<file path="src/rtl/aes256_pkg.sv">
// Shared types for the AES-256 ciphertext output path.
// Block width, block type and output-stage state encoding.
package aes256_pkg;

  localparam int AES_BLK_W = 128;

  typedef logic [AES_BLK_W-1:0] aes_blk_t;

  typedef enum logic {
    SER_IDLE,
    SER_STREAM
  } ser_state_t;

  function automatic int words_per_blk(input int w);
    return AES_BLK_W / w;
  endfunction

endpackage

</file>
<file path="src/rtl/aes_blk_fifo.sv">
// Block FIFO for finished ciphertext blocks.
// Power-of-two depth, so pointers wrap naturally.
module aes_blk_fifo
  import aes256_pkg::*;
#(
  parameter int DEPTH = 2
) (
  input  logic                       clk,
  input  logic                       rst,
  input  logic                       i_push,
  input  logic                       i_pop,
  input  aes_blk_t                   i_data,
  output aes_blk_t                   o_head,
  output logic [$clog2(DEPTH+1)-1:0] o_level,
  output logic                       o_full,
  output logic                       o_empty
);

  localparam int PW = $clog2(DEPTH);
  localparam int LW = $clog2(DEPTH + 1);

  aes_blk_t        r_mem [DEPTH];
  logic [PW-1:0]   r_wptr;
  logic [PW-1:0]   r_rptr;
  logic [LW-1:0]   r_level;

  always_ff @(posedge clk or posedge rst) begin
    if (rst) begin
      r_wptr  <= '0;
      r_rptr  <= '0;
      r_level <= '0;
    end else begin
      if (i_push) r_wptr <= r_wptr + 1'b1;
      if (i_pop)  r_rptr <= r_rptr + 1'b1;
      unique case ({i_push, i_pop})
        2'b10:   r_level <= r_level + 1'b1;
        2'b01:   r_level <= r_level - 1'b1;
        default: r_level <= r_level;
      endcase
    end
  end

  // Storage is data-only; validity is tracked by the level.
  always_ff @(posedge clk) begin
    if (i_push) r_mem[r_wptr] <= i_data;
  end

  assign o_head  = r_mem[r_rptr];
  assign o_level = r_level;
  assign o_full  = (r_level == LW'(DEPTH));
  assign o_empty = (r_level == '0);

endmodule

</file>
<file path="src/rtl/aes256_out_serializer.sv">
// Ciphertext output stage: buffers finished blocks and
// streams each as OUT_W-bit words on a req/ready handshake.
module aes256_out_serializer
  import aes256_pkg::*;
#(
  parameter int OUT_W     = 8,
  parameter int DEPTH     = 2,
  parameter bit MSB_FIRST = 1'b1
) (
  input  logic                       clk,
  input  logic                       rst,
  input  logic                       pi_blk_valid,
  input  aes_blk_t                   pi_blk_data,
  output logic                       po_blk_ready,
  input  logic                       pi_next_val_req,
  output logic                       po_next_val_ready,
  output logic [OUT_W-1:0]           po_data,
  output logic                       po_last,
  output logic [$clog2(DEPTH+1)-1:0] po_fifo_level,
  output logic                       po_overflow,
  input  logic                       pi_clr_overflow
);

  localparam int WORDS = words_per_blk(OUT_W);
  localparam int IW    = (WORDS > 1) ? $clog2(WORDS) : 1;
  localparam int LW    = $clog2(DEPTH + 1);
  localparam logic [IW-1:0] LAST_IDX = IW'(WORDS - 1);

  if (!(OUT_W == 8 || OUT_W == 16 || OUT_W == 32 ||
        OUT_W == 64 || OUT_W == 128)) begin : g_bad_w
    $error("aes256_out_serializer: illegal OUT_W");
  end

  if (DEPTH < 2 || (DEPTH & (DEPTH - 1)) != 0) begin : g_bad_d
    $error("aes256_out_serializer: illegal DEPTH");
  end

  ser_state_t    r_state;
  logic [IW-1:0] r_idx;
  logic          r_ovf;

  aes_blk_t      w_head;
  logic [LW-1:0] w_level;
  logic          w_full;
  logic          w_empty;
  logic          w_push;
  logic          w_xfer;
  logic          w_pop_last;
  logic [IW-1:0] w_sel;

  aes_blk_fifo #(
    .DEPTH (DEPTH)
  ) u_fifo (
    .clk     (clk),
    .rst     (rst),
    .i_push  (w_push),
    .i_pop   (w_pop_last),
    .i_data  (pi_blk_data),
    .o_head  (w_head),
    .o_level (w_level),
    .o_full  (w_full),
    .o_empty (w_empty)
  );

  assign po_next_val_ready = (r_state == SER_STREAM);
  assign po_last    = po_next_val_ready && (r_idx == LAST_IDX);
  assign w_xfer     = po_next_val_ready && pi_next_val_req;
  assign w_pop_last = w_xfer && po_last;

  // Head retiring this cycle frees a slot for the incoming block.
  assign po_blk_ready = !w_full || w_pop_last;
  assign w_push       = pi_blk_valid && po_blk_ready;

  assign w_sel   = MSB_FIRST ? (LAST_IDX - r_idx) : r_idx;
  assign po_data = w_empty ? '0
                 : w_head[int'(w_sel) * OUT_W +: OUT_W];

  assign po_fifo_level = w_level;
  assign po_overflow   = r_ovf;

  always_ff @(posedge clk or posedge rst) begin
    if (rst) begin
      r_state <= SER_IDLE;
      r_idx   <= '0;
      r_ovf   <= 1'b0;
    end else begin
      unique case (r_state)
        SER_IDLE: begin
          if (w_push) r_state <= SER_STREAM;
        end
        SER_STREAM: begin
          if (w_pop_last && w_level == LW'(1) && !w_push)
            r_state <= SER_IDLE;
        end
        default: r_state <= SER_IDLE;
      endcase

      if (w_xfer) r_idx <= po_last ? '0 : r_idx + 1'b1;

      if (pi_blk_valid && !po_blk_ready) r_ovf <= 1'b1;
      else if (pi_clr_overflow)          r_ovf <= 1'b0;
    end
  end

endmodule

</file>
<file path="config.mk">
export PLATFORM = sky130hd
export DESIGN_NAME = aes256_out_serializer
export DESIGN_NICKNAME = d
export VERILOG_FILES = /design/src/rtl/aes256_pkg.sv /design/src/rtl/aes_blk_fifo.sv /design/src/rtl/aes256_out_serializer.sv
export SDC_FILE = /design/constraint.sdc
export NUM_CORES = 1
export LEC_CHECK = 0
export ABC_CLOCK_PERIOD_IN_PS = 9300
export CAP_MARGIN = 0
export CORE_AREA = 2 2 158 199
export DETAILED_ROUTE_END_ITERATION = 6
export DIE_AREA = 0 0 160 201
export GPL_ROUTABILITY_DRIVEN = 0
export GPL_TIMING_DRIVEN = 0
export PLACE_DENSITY_LB_ADDON = 0.1
export REMOVE_ABC_BUFFERS = 1
export SYNTH_ARGS = -nofsm -noshare
export SYNTH_HDL_FRONTEND = slang
export SYNTH_SLANG_ARGS = --single-unit
</file>
<file path="constraint.sdc">
create_clock -name clk -period 9.3 [get_ports clk]
set_clock_uncertainty 0.1 [all_clocks]
set_input_delay 1.86 -clock clk [delete_from_list [all_inputs] [get_ports clk]]
set_output_delay 1.86 -clock clk [all_outputs]
set_load 0.05 [all_outputs]
</file>
==> metrics, run 1 <==
RSZ-0062 raised after global routing no; DR vias/cell 4.90; Leakage 4.46 nW; final setup violation count 0; TNS Setup 0 ps; Worst Setup SP pi_next_val_req; synth unique cells 34; die footprint 32200 sq um; count leader, synth edfxtp_1; Top Ports 147; combinational group share of total power 30.2%; Max FO, Critical Path 5; WHS Path Cells 2; M2 GR Usage 24.6%; Slew Viols, Final 0; remaining antenna violation count 0; CP Launch Type input pin; largest net degree at the start of global routing 65; worst rel slew slack 36.4%; share of cells above drive strength 1 11.9%; Post-synth top cells 256 x edfxtp_1, 32 x mux2i_1, 29 x mux4_1; Reg2Reg Depth 9; asr flop ratio synth 3.76%; Buffers on Ports 146; Max Buffers Root-to-Sink 3; outcome completed; Internal 2.83 mW; Clock power frac 26.4%; initial antenna violation count 3; Sw Ratio 31.3%; Die W 160 um; Placed Cells 1005; max_cap viols 0; # rows 72; utilization after layout 43.7%; number of global-route vias before repair 5777; minimum clock period 5710 ps; Clk Latency, worst-skew pair 530 ps; HP Class flop to flop; Avg Cell Area, Syn 22.3 sq um; area leader, netlist edfxtp_1; Tot GR Track Use 14.1%; CP required 7340 ps; final hold viol count 0; Worst Max-Slew Pin Slew 952 ps; Post-Synthesis Cells 468; Seq cells post-synth 266; wire per inst 21.4 um; PwrDens 309 nW/um^2; CTS resizes 0; DRT iter0 DRCs 335; reg-to-reg setup timing slack 5500 ps; via count 5177; Hold-fix buffers, CTS 0; Reg power frac 43.4%; post-synthesis sequential area ratio 76.0%; DRT Pass-1 Iters 4; final worst-path cycle share 61.4%; GRT busiest layer met2; Die H 201 um; Area growth, synth to finish 27.5%; drt drc 0; Synth top area share 73.6%; Worst Path Arrival 3750 ps; GRT met3 Usage 2.83%; Fill cells 2733; Non-Filler Instances 1057; maximum clock frequency 175 MHz; setup bufs post-CTS 0; DPL Wire Length 14.6 mm; Root Buffer clkbuf_16; Ys Warns 0; Mapped Area 10400 sq um; main area contributors after synthesis edfxtp_1 74%, mux4_1 7.3%, mux4_2 5.8%; met1 Track Usage GR 17.7%; initial core utilization 34.3%; Clk pin slew, worst setup/hold paths 60 ps; CTS tree built; first-pass GRT wire length 34.3 mm; r2r startpoint r_idx[1]$_DFFE_PP0P_; Num CTS Buffers 29; total core area 30400 sq um; P_sw 1.29 mW; EDFF count, synth 256; clk sinks 266; hold_sp po_overflow$_DFFE_PP0P_; post-layout net count 767; Synth Flop Type edfxtp_1; final wirelength 22.6 mm; total gr overflow 0; Multi-input gate area 2270 sq um; Setup CP Type input pin to primary output; Crit. End Element primary output; Reg area 7950 sq um; total power draw 4.12 mW; Worst VDD drop 0.157 mV; Worst Hold End po_overflow$_DFFE_PP0P_; H-Tree Level Count 1; reg2reg end u_fifo.r_mem[0][82]$_DFFE_PP_
==> worst max-delay path: stages <==
cell	delay [ps]
clkdlybuf4s50_1	540
nand2_1	130
o21ai_1	340
clkdlybuf4s50_1	870
==> cell usage in the layout (no fill, tap or decap), types with 2 or more instances in the layout <==
master           Yosys  layout
a221o_1              8       8
a221oi_1             6       6
a22oi_1              8       8
a31oi_1              8       8
buf_12               3       3
buf_16               0       5
bufinv_16            0       3
clkbuf_1             4       8
clkbuf_16            0      29
clkdlybuf4s50_1      0     146
clkinv_1             0       8
dfrtp_1             10       7
dfrtp_4              0       2
edfxtp_1           256     256
ha_1                 5       5
inv_1                6       6
inv_6                0       2
mux2i_1             32      32
mux4_1              29      29
mux4_2              27      27
nand2_1             10      10
nand3_1              4       4
nor2_1               7       6
nor2b_1              3       3
o2111ai_1            2       2
o21ai_0              9       9
xnor2_1              5       5
==> final cells by class <==
cell class,instances,area share [%]
flip-flops and latches,266,59.7
multi-input cells,171,17.1
repair buffers,154,12.5
clock buffers,37,5.68
well taps,407,3.82
clock inverters,14,1.07
inverters,7,0.197
diodes,1,0.0188
==> sequential cells by signal, summed over array words and instances (netlist names) <==
| register | flops |
|---|---|
| u_fifo.r_wptr | 1 |
| u_fifo.r_mem | 256 |
| r_idx | 4 |
| po_overflow | 1 |
| u_fifo.o_level | 2 |
| po_next_val_ready | 1 |
| u_fifo.r_rptr | 1 |
==> logic make-up after synthesis <==
kind of cell    count (synthesis)  synth area share [%]
compound gates                 46                  3.23
simple gates                   26                  1.10
fa+ha+maj                       5                 0.599
mux                            89                  16.3
flops                         266                  76.0
buf+inv                        31                  2.37
xor+xnor                        5                 0.419
==> routing by layer <==
layer	wire (um)	up-vias	part of all wire (%)
met3	1110	41	4.9
met5	23	-	0.10
li1	-	2323	-
met4	535	4	2.4
met2	11500	133	51
met1	9400	2676	42
==> worst max-delay path by stage <==
| stage | end | slack (ps) | cells past startpoint |
|---|---|---|---|
| 6_report | po_blk_ready | 3590 | 4 |
| 5_1_grt | po_blk_ready | 3480 | 4 |
| 4_1_cts | po_data[2] | 2980 | 5 |
| 3_5_place_dp | po_data[2] | 3570 | 5 |
| 3_3_place_gp | u_fifo.r_mem[0][82]$_DFFE_PP_ | -3860 | 5 |
| 2_1_floorplan | u_fifo.r_mem[0][0]$_DFFE_PP_ | -330 | 5 |
==> per-stage QoR <==
stage	cell area (sq um)	hold slack, ps	worst slack [ps]
floorplan	10200	361	-330
global placement	12200	375	-3860
detailed placement	12400	429	3570
CTS	13300	439	2980
global route	13300	475	3480
finish	13300	432	3590
==> power groups by stage <==
stage                     registers (mW)  clock network (mW)  logic (mW)
after CTS                           1.80                1.12        1.27
after detailed placement            1.82                   0        1.27
after global placement              1.96                   0        1.16
after floorplan                     1.86                   0       0.749
after global routing                1.82                1.17        1.33
final                               1.79                1.09        1.24
(Power assumes the default switching activity.)
==> run 2: changes to the inputs <==
ABC_CLOCK_PERIOD_IN_PS = 5700   (was 9300)
clock period = 5.7 ns   (was 9.3 ns; I/O delays follow)
==> results of run 2 <==
Same layout as run 1 (identical final DEF). Status: completed.
Among the figures that moved: setup slack after placement 3570 ps -> 688 ps; setup slack after layout 3590 ps -> 845 ps; start point of the critical path pi_next_val_req -> r_idx[0]$_DFFE_PP0P_; end point of the critical path po_blk_ready -> po_data[0]; register-to-register setup slack 5500 ps -> 1900 ps; total power 4.12 mW -> 6.72 mW; worst IR drop on VDD 0.157 mV -> 0.257 mV
